## config.mk

```make
export PLATFORM = sky130hd
export DESIGN_NAME = sale_entry_sequencer
export DESIGN_NICKNAME = d
export VERILOG_FILES = /design/src/rtl/sale_entry_pkg.sv /design/src/rtl/sale_entry_field.sv /design/src/rtl/sale_entry_sequencer.sv
export SDC_FILE = /design/constraint.sdc
export NUM_CORES = 1
export LEC_CHECK = 0
export CAP_MARGIN = 20
export CORE_UTILIZATION = 59
export CTS_BUF_LIST = sky130_fd_sc_hd__clkbuf_4 sky130_fd_sc_hd__clkbuf_8
export DETAILED_ROUTE_END_ITERATION = 6
export PLACE_DENSITY_LB_ADDON = 0.2
export SYNTH_ARGS = -nofsm -noshare
export SYNTH_HDL_FRONTEND = slang
export SYNTH_SLANG_ARGS = --single-unit
```

## constraint.sdc

```tcl
create_clock -name CLOCK_50 -period 2.58 [get_ports CLOCK_50]
set_clock_uncertainty 0.05 [all_clocks]
set_input_delay 0.387 -clock CLOCK_50 [delete_from_list [all_inputs] [get_ports CLOCK_50]]
set_output_delay 0.387 -clock CLOCK_50 [all_outputs]
set_load 0.03 [all_outputs]
```

## src/rtl/sale_entry_pkg.sv

```systemverilog
// Shared types and constants for the sale entry sequencer.
package sale_entry_pkg;

    // Bits per base-4 digit.
    localparam int unsigned DIGIT_BITS = 2;

    // Bit positions within CMD_En.
    localparam int unsigned CMD_ENTER  = 0;
    localparam int unsigned CMD_BACK   = 1;
    localparam int unsigned CMD_CLEAR  = 2;
    localparam int unsigned CMD_CANCEL = 3;

    // Entry state; encoding 3 is unused and recovers to S_ITEM.
    typedef enum logic [1:0] {
        S_ITEM = 2'd0,
        S_QTY  = 2'd1,
        S_SEND = 2'd2
    } state_e;

    // One-hot key pulse to digit value; only called with exactly one bit set.
    function automatic logic [DIGIT_BITS-1:0] key_to_digit(input logic [3:0] key);
        logic [DIGIT_BITS-1:0] d;
        d = '0;
        for (int i = 0; i < 4; i++) begin
            if (key[i]) d = DIGIT_BITS'(i);
        end
        return d;
    endfunction

endpackage

```

## src/rtl/sale_entry_field.sv

```systemverilog
// Base-4 digit accumulator: push shifts a digit in, pop drops the last one.
module sale_entry_field
    import sale_entry_pkg::*;
#(
    parameter int unsigned DIGITS = 3
) (
    input  logic                             clk,
    input  logic                             rst_n,
    input  logic                             push,
    input  logic                             pop,
    input  logic                             clr,
    input  logic [DIGIT_BITS-1:0]            digit,
    output logic [DIGIT_BITS*DIGITS-1:0]     value,
    output logic [$clog2(DIGITS):0]          count,
    output logic [DIGIT_BITS*DIGITS-1:0]     value_next,
    output logic [$clog2(DIGITS):0]          count_next,
    output logic                             full,
    output logic                             empty
);

    localparam int unsigned VW = DIGIT_BITS * DIGITS;
    localparam int unsigned CW = $clog2(DIGITS) + 1;

    assign full  = (count == CW'(DIGITS));
    assign empty = (count == '0);

    // Next value/count; clear has priority, push/pop are guarded by full/empty.
    always_comb begin
        value_next = value;
        count_next = count;
        if (clr) begin
            value_next = '0;
            count_next = '0;
        end else if (push && !full) begin
            value_next = (value << DIGIT_BITS) | VW'(digit);
            count_next = count + CW'(1);
        end else if (pop && !empty) begin
            value_next = value >> DIGIT_BITS;
            count_next = count - CW'(1);
        end
    end

    // Field storage.
    always_ff @(posedge clk or negedge rst_n) begin
        if (!rst_n) begin
            value <= '0;
            count <= '0;
        end else begin
            value <= value_next;
            count <= count_next;
        end
    end

endmodule

```

## src/rtl/sale_entry_sequencer.sv

```systemverilog
// Builds item/quantity sale requests from debounced key and command pulses.
module sale_entry_sequencer
    import sale_entry_pkg::*;
#(
    parameter int unsigned ITEM_DIGITS    = 3,
    parameter int unsigned QTY_DIGITS     = 2,
    parameter int unsigned TIMEOUT_CYCLES = 500000000
) (
    input  logic                          CLOCK_50,
    input  logic                          RESET_N,
    input  logic [3:0]                    KEY_En,
    input  logic [3:0]                    CMD_En,
    output logic                          Req_Valid,
    input  logic                          Req_Ready,
    output logic [2*ITEM_DIGITS-1:0]      Req_Item,
    output logic [2*QTY_DIGITS-1:0]       Req_Qty,
    output logic [((ITEM_DIGITS > QTY_DIGITS) ? 2*ITEM_DIGITS : 2*QTY_DIGITS)-1:0] Entry_Value,
    output logic [$clog2((ITEM_DIGITS > QTY_DIGITS) ? ITEM_DIGITS : QTY_DIGITS):0] Entry_Count,
    output logic [1:0]                    Entry_State,
    output logic                          Err_Pulse,
    output logic                          Timeout_Pulse
);

    localparam int unsigned IW   = 2 * ITEM_DIGITS;
    localparam int unsigned QW   = 2 * QTY_DIGITS;
    localparam int unsigned MAXD = (ITEM_DIGITS > QTY_DIGITS) ? ITEM_DIGITS : QTY_DIGITS;
    localparam int unsigned EW   = (IW > QW) ? IW : QW;
    localparam int unsigned ECW  = $clog2(MAXD) + 1;
    localparam int unsigned ICW  = $clog2(ITEM_DIGITS) + 1;
    localparam int unsigned QCW  = $clog2(QTY_DIGITS) + 1;
    localparam int unsigned TW   = (TIMEOUT_CYCLES > 1) ? $clog2(TIMEOUT_CYCLES) : 1;

    state_e              state_q, state_d;
    logic [TW-1:0]       timer_q, timer_d;
    logic                err_d, tmo_d;
    logic                req_load, req_clear;
    logic [IW-1:0]       req_item_d;
    logic [QW-1:0]       req_qty_d;
    logic [EW-1:0]       entry_value_d;
    logic [ECW-1:0]      entry_count_d;

    logic [7:0]          in_bits;
    logic                in_any, in_multi, counting;
    logic [DIGIT_BITS-1:0] digit;

    logic                item_push, item_pop, item_clr, item_full, item_empty;
    logic                qty_push, qty_pop, qty_clr, qty_full, qty_empty;
    logic [IW-1:0]       item_value, item_value_next;
    logic [ICW-1:0]      item_count, item_count_next;
    logic [QW-1:0]       qty_value, qty_value_next;
    logic [QCW-1:0]      qty_count, qty_count_next;

    sale_entry_field #(.DIGITS(ITEM_DIGITS)) u_item (
        .clk        (CLOCK_50),
        .rst_n      (RESET_N),
        .push       (item_push),
        .pop        (item_pop),
        .clr        (item_clr),
        .digit      (digit),
        .value      (item_value),
        .count      (item_count),
        .value_next (item_value_next),
        .count_next (item_count_next),
        .full       (item_full),
        .empty      (item_empty)
    );

    sale_entry_field #(.DIGITS(QTY_DIGITS)) u_qty (
        .clk        (CLOCK_50),
        .rst_n      (RESET_N),
        .push       (qty_push),
        .pop        (qty_pop),
        .clr        (qty_clr),
        .digit      (digit),
        .value      (qty_value),
        .count      (qty_count),
        .value_next (qty_value_next),
        .count_next (qty_count_next),
        .full       (qty_full),
        .empty      (qty_empty)
    );

    assign in_bits  = {CMD_En, KEY_En};
    assign in_any   = |in_bits;
    assign in_multi = |(in_bits & (in_bits - 8'd1));
    assign digit    = key_to_digit(KEY_En);
    assign counting = (state_q == S_QTY) || ((state_q == S_ITEM) && !item_empty);

    // Decode the pulse against the current state into field ops and next state.
    always_comb begin
        logic is_item, cur_full, cur_empty;
        state_d   = state_q;
        timer_d   = '0;
        err_d     = 1'b0;
        tmo_d     = 1'b0;
        req_load  = 1'b0;
        req_clear = 1'b0;
        item_push = 1'b0;
        item_pop  = 1'b0;
        item_clr  = 1'b0;
        qty_push  = 1'b0;
        qty_pop   = 1'b0;
        qty_clr   = 1'b0;
        is_item   = (state_q == S_ITEM);
        cur_full  = is_item ? item_full  : qty_full;
        cur_empty = is_item ? item_empty : qty_empty;

        unique case (state_q)
            S_ITEM, S_QTY: begin
                if (in_multi) begin
                    err_d = 1'b1;
                end else if (|KEY_En) begin
                    if (cur_full)     err_d     = 1'b1;
                    else if (is_item) item_push = 1'b1;
                    else              qty_push  = 1'b1;
                end else if (CMD_En[CMD_BACK]) begin
                    if (cur_empty)    err_d    = 1'b1;
                    else if (is_item) item_pop = 1'b1;
                    else              qty_pop  = 1'b1;
                end else if (CMD_En[CMD_CLEAR]) begin
                    if (is_item) item_clr = 1'b1;
                    else         qty_clr  = 1'b1;
                end else if (CMD_En[CMD_CANCEL]) begin
                    item_clr = 1'b1;
                    qty_clr  = 1'b1;
                    state_d  = S_ITEM;
                end else if (CMD_En[CMD_ENTER]) begin
                    if (is_item) begin
                        if (item_empty) begin
                            err_d = 1'b1;
                        end else begin
                            qty_clr = 1'b1;
                            state_d = S_QTY;
                        end
                    end else if (qty_empty || (qty_value == '0)) begin
                        err_d = 1'b1;
                    end else begin
                        req_load = 1'b1;
                        state_d  = S_SEND;
                    end
                end else if (counting) begin
                    // A pulse on the expiry cycle takes the branches above instead.
                    if (timer_q == TW'(TIMEOUT_CYCLES - 1)) begin
                        tmo_d    = 1'b1;
                        item_clr = 1'b1;
                        qty_clr  = 1'b1;
                        state_d  = S_ITEM;
                    end else begin
                        timer_d = timer_q + TW'(1);
                    end
                end
            end
            S_SEND: begin
                if (Req_Ready) begin
                    req_clear = 1'b1;
                    item_clr  = 1'b1;
                    qty_clr   = 1'b1;
                    state_d   = S_ITEM;
                end
            end
            default: begin
                item_clr = 1'b1;
                qty_clr  = 1'b1;
                state_d  = S_ITEM;
            end
        endcase
    end

    // Request payload and display values as they will be after this edge.
    always_comb begin
        req_item_d = Req_Item;
        req_qty_d  = Req_Qty;
        if (req_load) begin
            req_item_d = item_value;
            req_qty_d  = qty_value;
        end else if (req_clear) begin
            req_item_d = '0;
            req_qty_d  = '0;
        end
        unique case (state_d)
            S_QTY: begin
                entry_value_d = EW'(qty_value_next);
                entry_count_d = ECW'(qty_count_next);
            end
            S_SEND: begin
                entry_value_d = EW'(req_qty_d);
                entry_count_d = ECW'(QTY_DIGITS);
            end
            default: begin
                entry_value_d = EW'(item_value_next);
                entry_count_d = ECW'(item_count_next);
            end
        endcase
    end

    // State, timer and all registered outputs.
    always_ff @(posedge CLOCK_50 or negedge RESET_N) begin
        if (!RESET_N) begin
            state_q       <= S_ITEM;
            timer_q       <= '0;
            Req_Valid     <= 1'b0;
            Req_Item      <= '0;
            Req_Qty       <= '0;
            Entry_Value   <= '0;
            Entry_Count   <= '0;
            Err_Pulse     <= 1'b0;
            Timeout_Pulse <= 1'b0;
        end else begin
            state_q       <= state_d;
            timer_q       <= timer_d;
            Req_Valid     <= (state_d == S_SEND);
            Req_Item      <= req_item_d;
            Req_Qty       <= req_qty_d;
            Entry_Value   <= entry_value_d;
            Entry_Count   <= entry_count_d;
            Err_Pulse     <= err_d;
            Timeout_Pulse <= tmo_d;
        end
    end

    assign Entry_State = state_q;

endmodule
```

==> results of run 1 <==
==> worst max-delay path, stage by stage <==
cell and delay (ps):
clkdlybuf4s50_1 420, or4_4 540, or2_4 270, or3_4 400, o21a_4 140, ha_4 330
inv_4 70, a2bb2oi_1 160
==> per-stage QoR <==
stage | setup TNS [ps] | power [mW] | instance area, um2 | utilization, % | cells
floorplan | 0 | 1.656 | 3651 | - | 380
global placement | -3832 | 1.931 | 4334 | 73.20 | 517
detailed placement | -5365 | 1.942 | 4334 | 73.20 | 517
CTS | 0 | 2.913 | 4591 | 77.54 | 533
global route | -58.05 | 3.081 | 4639 | 78.36 | 535
finish | 0 | 2.941 | 4639 | 78.36 | 535
==> final cells by class <==
| type | instances | area [um2] | share of cell area (%) |
|---|---|---|---|
| Multi-Input combinational cell | 281 | 1888 | 40.70 |
| Sequential cell | 68 | 1702 | 36.68 |
| Timing Repair Buffer | 76 | 665.6 | 14.35 |
| Clock buffer | 13 | 172.7 | 3.722 |
| Tap cell | 75 | 93.84 | 2.023 |
| Inverter | 19 | 73.82 | 1.591 |
| Clock inverter | 3 | 43.79 | 0.9439 |
==> where the power goes <==
| part | internal [mW] | total [mW] | leakage (nW) | switching [mW] |
|---|---|---|---|---|
| registers | 1.17 | 1.24 | 0.926 | 0.0752 |
| clock network | 0.537 | 0.954 | 0.113 | 0.417 |
| logic | 0.334 | 0.742 | 1.05 | 0.409 |
==> what timing repair did <==
item | 4_1_cts | 5_1_grt
pin swaps | 3 | 4
setup endpoints to repair | 8 | 9
gates resized for setup | 8 | 8
buffers inserted | 0 | 2
==> layer usage <==
| metal | wire length, um | part of all wire (%) | vias to the layer above | global-route usage, % |
|---|---|---|---|---|
| li1 | - | - | 1475 | - |
| met1 | 3656 | 43 | 1498 | 35.98 |
| met2 | 4373 | 51 | 78 | 49.66 |
| met3 | 426 | 5.0 | 11 | 7.727 |
| met4 | 106 | 1.2 | 0 | 10.00 |
| met5 | 0 | 0 | - | 0 |
==> Yosys cell counts, drive strengths merged, types with 8 or more instances <==
master	number	area [um2]
inv	19	71.32
or3	8	55.05
xor2	18	157.7
nand2	36	135.1
clkbuf	9	33.78
nor2	56	210.2
a21oi	16	80.08
xnor2	12	105.1
nand3	20	100.1
dfrtp	68	1702
mux2i	14	177.7
nor3	8	40.04
ha	9	112.6
==> worst paths after layout <==
check | startpoint | end | depth (start not counted)
min in group CLOCK_50 | timer_q[0]$_DFF_PN0_ | timer_q[0]$_DFF_PN0_ | 1
setup reg to reg | u_item.count[0]$_DFF_PN0_ | Entry_Value[1]$_DFF_PN0_ | 10
hold / removal | RESET_N | timer_q[10]$_DFF_PN0_ | 2
setup / recovery | KEY_En[0] | Entry_Value[1]$_DFF_PN0_ | 8
hold reg to reg | timer_q[0]$_DFF_PN0_ | timer_q[0]$_DFF_PN0_ | 1
max in group asynchronous | RESET_N | Entry_Value[4]$_DFF_PN0_ | 2
==> flip-flops by register name, indices dropped and copies added (netlist names) <==
register,count
timer_q,29
Entry_Value,6
Req_Item,6
u_item.value,6
Req_Qty,4
u_qty.value,4
Entry_Count,3
u_item.count,3
Entry_State,2
u_qty.count,2
Err_Pulse,1
Req_Valid,1
Timeout_Pulse,1
==> cells by family after synthesis <==
logic type	after synthesis	share of synthesized area [%]
AND/OR/NAND/NOR	182	25.75
adder cells (fa/ha/maj)	10	3.374
XOR/XNOR	30	7.229
AO/OA/AOI/OAI	44	8.159
flip-flops	68	46.82
multiplexers	15	5.198
buffers and inverters	31	3.477
==> flow_metrics.tcl, run 1 <==
set metrics [dict create \
    status "completed" \
    start_util_pct 61.39 \
    area_growth_pct 27.64 \
    yosysWarnings 0 \
    crit_path_start_kind "input pin" \
    synth_edf_count 0 \
    synth_nets 400 \
    cts_num_sinks 68 \
    antenna_found_initial 0 \
    wirelength_um 8563 \
    grt_pass1_vias 3056 \
    fin_crit_ps 2547 \
    grt_overflow_total 0 \
    final.period_utilization_pct 98.73 \
    fillers 386 \
    ys.flop_type "dfrtp_1" \
    cts.clk_slew.worst_paths_ps 70 \
    whs_ps 164.1 \
    num_vias 3062 \
    die_x_um 80.49 \
    crit_path_end_kind "register" \
    hold_class "input pin to async pin" \
    hold_viol_final 0 \
    cts-root-buf "clkbuf_8" \
    drt-pass1-iter-count 4 \
    cts_tree "built" \
    setup_ws_ps 32.81 \
    crit_arrival_ps 2720 \
    final_layout_size_suffix_gt1_share_pct 17.61 \
    layout_common_cells "dfrtp_1, nor2_1, buf_4" \
    mostFrequentLayoutCell "dfrtp_1" \
    die_area_um2 6479 \
    ys_ff_latch 68 \
    place_worst_setup_slack_ps -440.0 \
    wl_per_cell_um 16.01 \
    syn_area_um2 3635 \
    powerDensity_nw_per_um2 633.8 \
    track_usage_pct 29.32 \
    grt_max_degree 69 \
    crit_type "input pin to register" \
    relSlewSlack_pct 43.44 \
    fin_nets 475 \
    vias_per_cell 5.723 \
    grt_pass1_wl_um 14050 \
    rows 28 \
    crit_path_max_fanout 7 \
    portBuffers 34 \
    seq_area_frac_synth_pct 46.82 \
    reg2reg_setup_slack_ps 50 \
    clkLatencyLatePin_ps 350 \
    die_h_um 80.49 \
    cts_max_level 3 \
    num_antenna_cells 0 \
    cts-hold-fix-buffers 0 \
    clockBufferDepth 2 \
    setup-violations-final 0 \
    rsz0062_at_grt "true" \
    crit_required_ps 2760 \
    fmax_ghz 0.3926 \
    gp_congestion 0.9087 \
    drt_iter0_drc 206 \
    p_leak_nw 2.093 \
    synth_cell_type_count 52 \
    worst_slew_pin_slew_ps 848.5 \
    coreArea_um2 5921 \
    syn_inst 380 \
    hpwl_um 6032 \
    ios 35 \
    maxCapViolations 0 \
    route.detailed.drc 0 \
    peakVddDrop_mv 0.4794 \
    final_antenna_net_count 0 \
    cts_buffers 9 \
    final-max-slew-violation-count 0 \
    synthArstFlopShare_pct 100.0 \
    avgSynthCellArea_um2 9.565 \
]
(Power assumes the default switching activity.)
==> inputs of run 2 (changes only) <==
Settings changed: SETUP_SLACK_MARGIN from default to 0.15.
==> run 2 against run 1 <==
Wire length rose by 3.7%. Flip-flop and latch count did not move. Clock-buffer cell count fell by 2. Critical path depth did not move. Cell count rose by 1.3%. Combinational power rose by 12%. Design area rose by 1.8%. Utilization rose by 1.4 points. Global-route usage fell by 0.15 points. Sequential share of layout area fell by 0.66 points. Critical endpoint is now Entry_Count[1]$_DFF_PN0_. Highest routed layer unchanged.
==> flow_metrics.tcl, run 2 (same netlist as run 1, synthesis figures left out) <==
set metrics [dict create \
    portBuffers 34 \
    clockBufferDepth 2 \
    fin_crit_ps 2442 \
    num_vias 3097 \
    gp_congestion 0.8865 \
    die_h_um 80.49 \
    fmax_ghz 0.4095 \
    maxCapViolations 0 \
    regMostFlops "timer_q" \
    peakVddDrop_mv 0.4815 \
    cts_tree "built" \
    p_leak_nw 2.127 \
    grt_max_degree 69 \
    clkLatencyLatePin_ps 350 \
    postLayoutCoreUtil_pct 79.80 \
    final.period_utilization_pct 94.65 \
    route.detailed.drc 0 \
    die_area_um2 6479 \
    drt_iter0_drc 172 \
    rsz0062_at_grt "true" \
    max_stage_delay_ps 450 \
    cts_max_level 3 \
    crit_path_end_kind "register" \
    multiInputGateArea_um2 1943 \
    setup-violations-final 0 \
    vias_per_cell 5.714 \
    fillers 367 \
    cts-root-buf "clkbuf_8" \
    mostFrequentLayoutCell "dfrtp_1" \
    cts-hold-fix-buffers 0 \
    wirelength_um 8877 \
    crit_arrival_ps 2610 \
    grt_overflow_total 0 \
    crit_path_start_kind "input pin" \
    ios 35 \
    grt_pass1_vias 3067 \
    area_growth_pct 29.98 \
    start_util_pct 61.39 \
    coreArea_um2 5921 \
    largest_reg_flops 29 \
    slowest_stage "clkdlybuf4s50_1" \
    die_x_um 80.49 \
    powerDensity_nw_per_um2 600.6 \
    cp_top_family "simple AND/OR/NAND/NOR gates" \
    final-max-slew-violation-count 0 \
    track_usage_pct 29.17 \
    cts_num_sinks 68 \
    hold_class "input pin to async pin" \
    cts.clk_slew.worst_paths_ps 70 \
    wl_per_cell_um 16.38 \
    final_layout_size_suffix_gt1_share_pct 21.84 \
    grt_pass1_wl_um 13990 \
    placed_area_um2 4360 \
    stdcell_area_um2 4725 \
    status "completed" \
    crit_type "input pin to register" \
    cp_cell_sequence "clkdlybuf4s50_1 -> or3_4 -> or2_4 -> or3_4 -> o21a_1 -> ha_4 -> inv_4 -> a2bb2oi_1" \
    relSlewSlack_pct 65.81 \
    drt-pass1-iter-count 4 \
    num_antenna_cells 0 \
    final_antenna_net_count 0 \
    crit_path_max_fanout 7 \
    seq_area_um2 1702 \
    cts_buffers 9 \
    worst_slew_pin_slew_ps 511.3 \
    antenna_found_initial 0 \
    fin_nets 485 \
    hpwl_um 5930 \
    hold_viol_final 0 \
    path_buf_inv 2 \
    crit_required_ps 2750 \
    layout_common_cells "dfrtp_1, nor2_1, buf_4" \
    rows 28 \
    crit_path_frequent_cell "or3_4" \
]
run 2: stage by stage:
stage	total power [mW]	setup TNS [ps]	hold slack [ps]	worst slack [ps]	cells
after global routing	2.987	0	25.55	81.58	542
after global placement	1.955	-3374	383.5	-286.1	518
after floorplan	1.661	0	41.41	68.46	380
after detailed placement	1.974	-4708	373.2	-388.4	518
final	2.838	0	5.633	138.1	542
after CTS	2.782	0	14.35	151.3	534
run 2: power by group:
group	leakage (nW)	internal, mW	switching [mW]
registers	0.926	1.17	0.0716
logic	1.12	0.388	0.440
clock network	0.0831	0.384	0.385
run 2: path summary, 6_finish.rpt:
path                                                 end  slack, ps  depth (start not counted)                startpoint
worst max register to register  Entry_Count[0]$_DFF_PN0_        180                          9  u_qty.value[0]$_DFF_PN0_
worst max-delay path            Entry_Count[1]$_DFF_PN0_        140                          8                 CMD_En[2]
worst min register to register   Req_Item[3]$_DFFE_PN0P_        450                          2   Req_Item[3]$_DFFE_PN0P_
max in group asynchronous       Entry_Count[1]$_DFF_PN0_       2190                          2                   RESET_N
worst min-delay path               timer_q[11]$_DFF_PN0_          6                          2                   RESET_N
min in group CLOCK_50            Req_Item[3]$_DFFE_PN0P_        450                          2   Req_Item[3]$_DFFE_PN0P_
run 2: routing by layer:
layer | GRT usage (%) | vias up | routed length (um)
met5 | 0 | - | 0
met4 | 12.50 | 0 | 125
met3 | 7.841 | 13 | 400
met2 | 51.19 | 84 | 4671
met1 | 33.07 | 1505 | 3680
li1 | - | 1495 | -
run 2: cell type report:
type	instances	area share [%]
Timing Repair Buffer	86	15.84
Sequential cell	68	36.02
Tap cell	75	1.986
Inverter	19	1.563
Clock inverter	2	0.2648
Multi-Input combinational cell	281	41.13
Clock buffer	11	3.204
run 2: timing repair:
action / 4_1_cts / 5_1_grt
endpoints found under the setup margin: 10 / 23
gates resized for setup: 11 / 21
buffers inserted: 3 / 8
pin swaps: 6 / 13
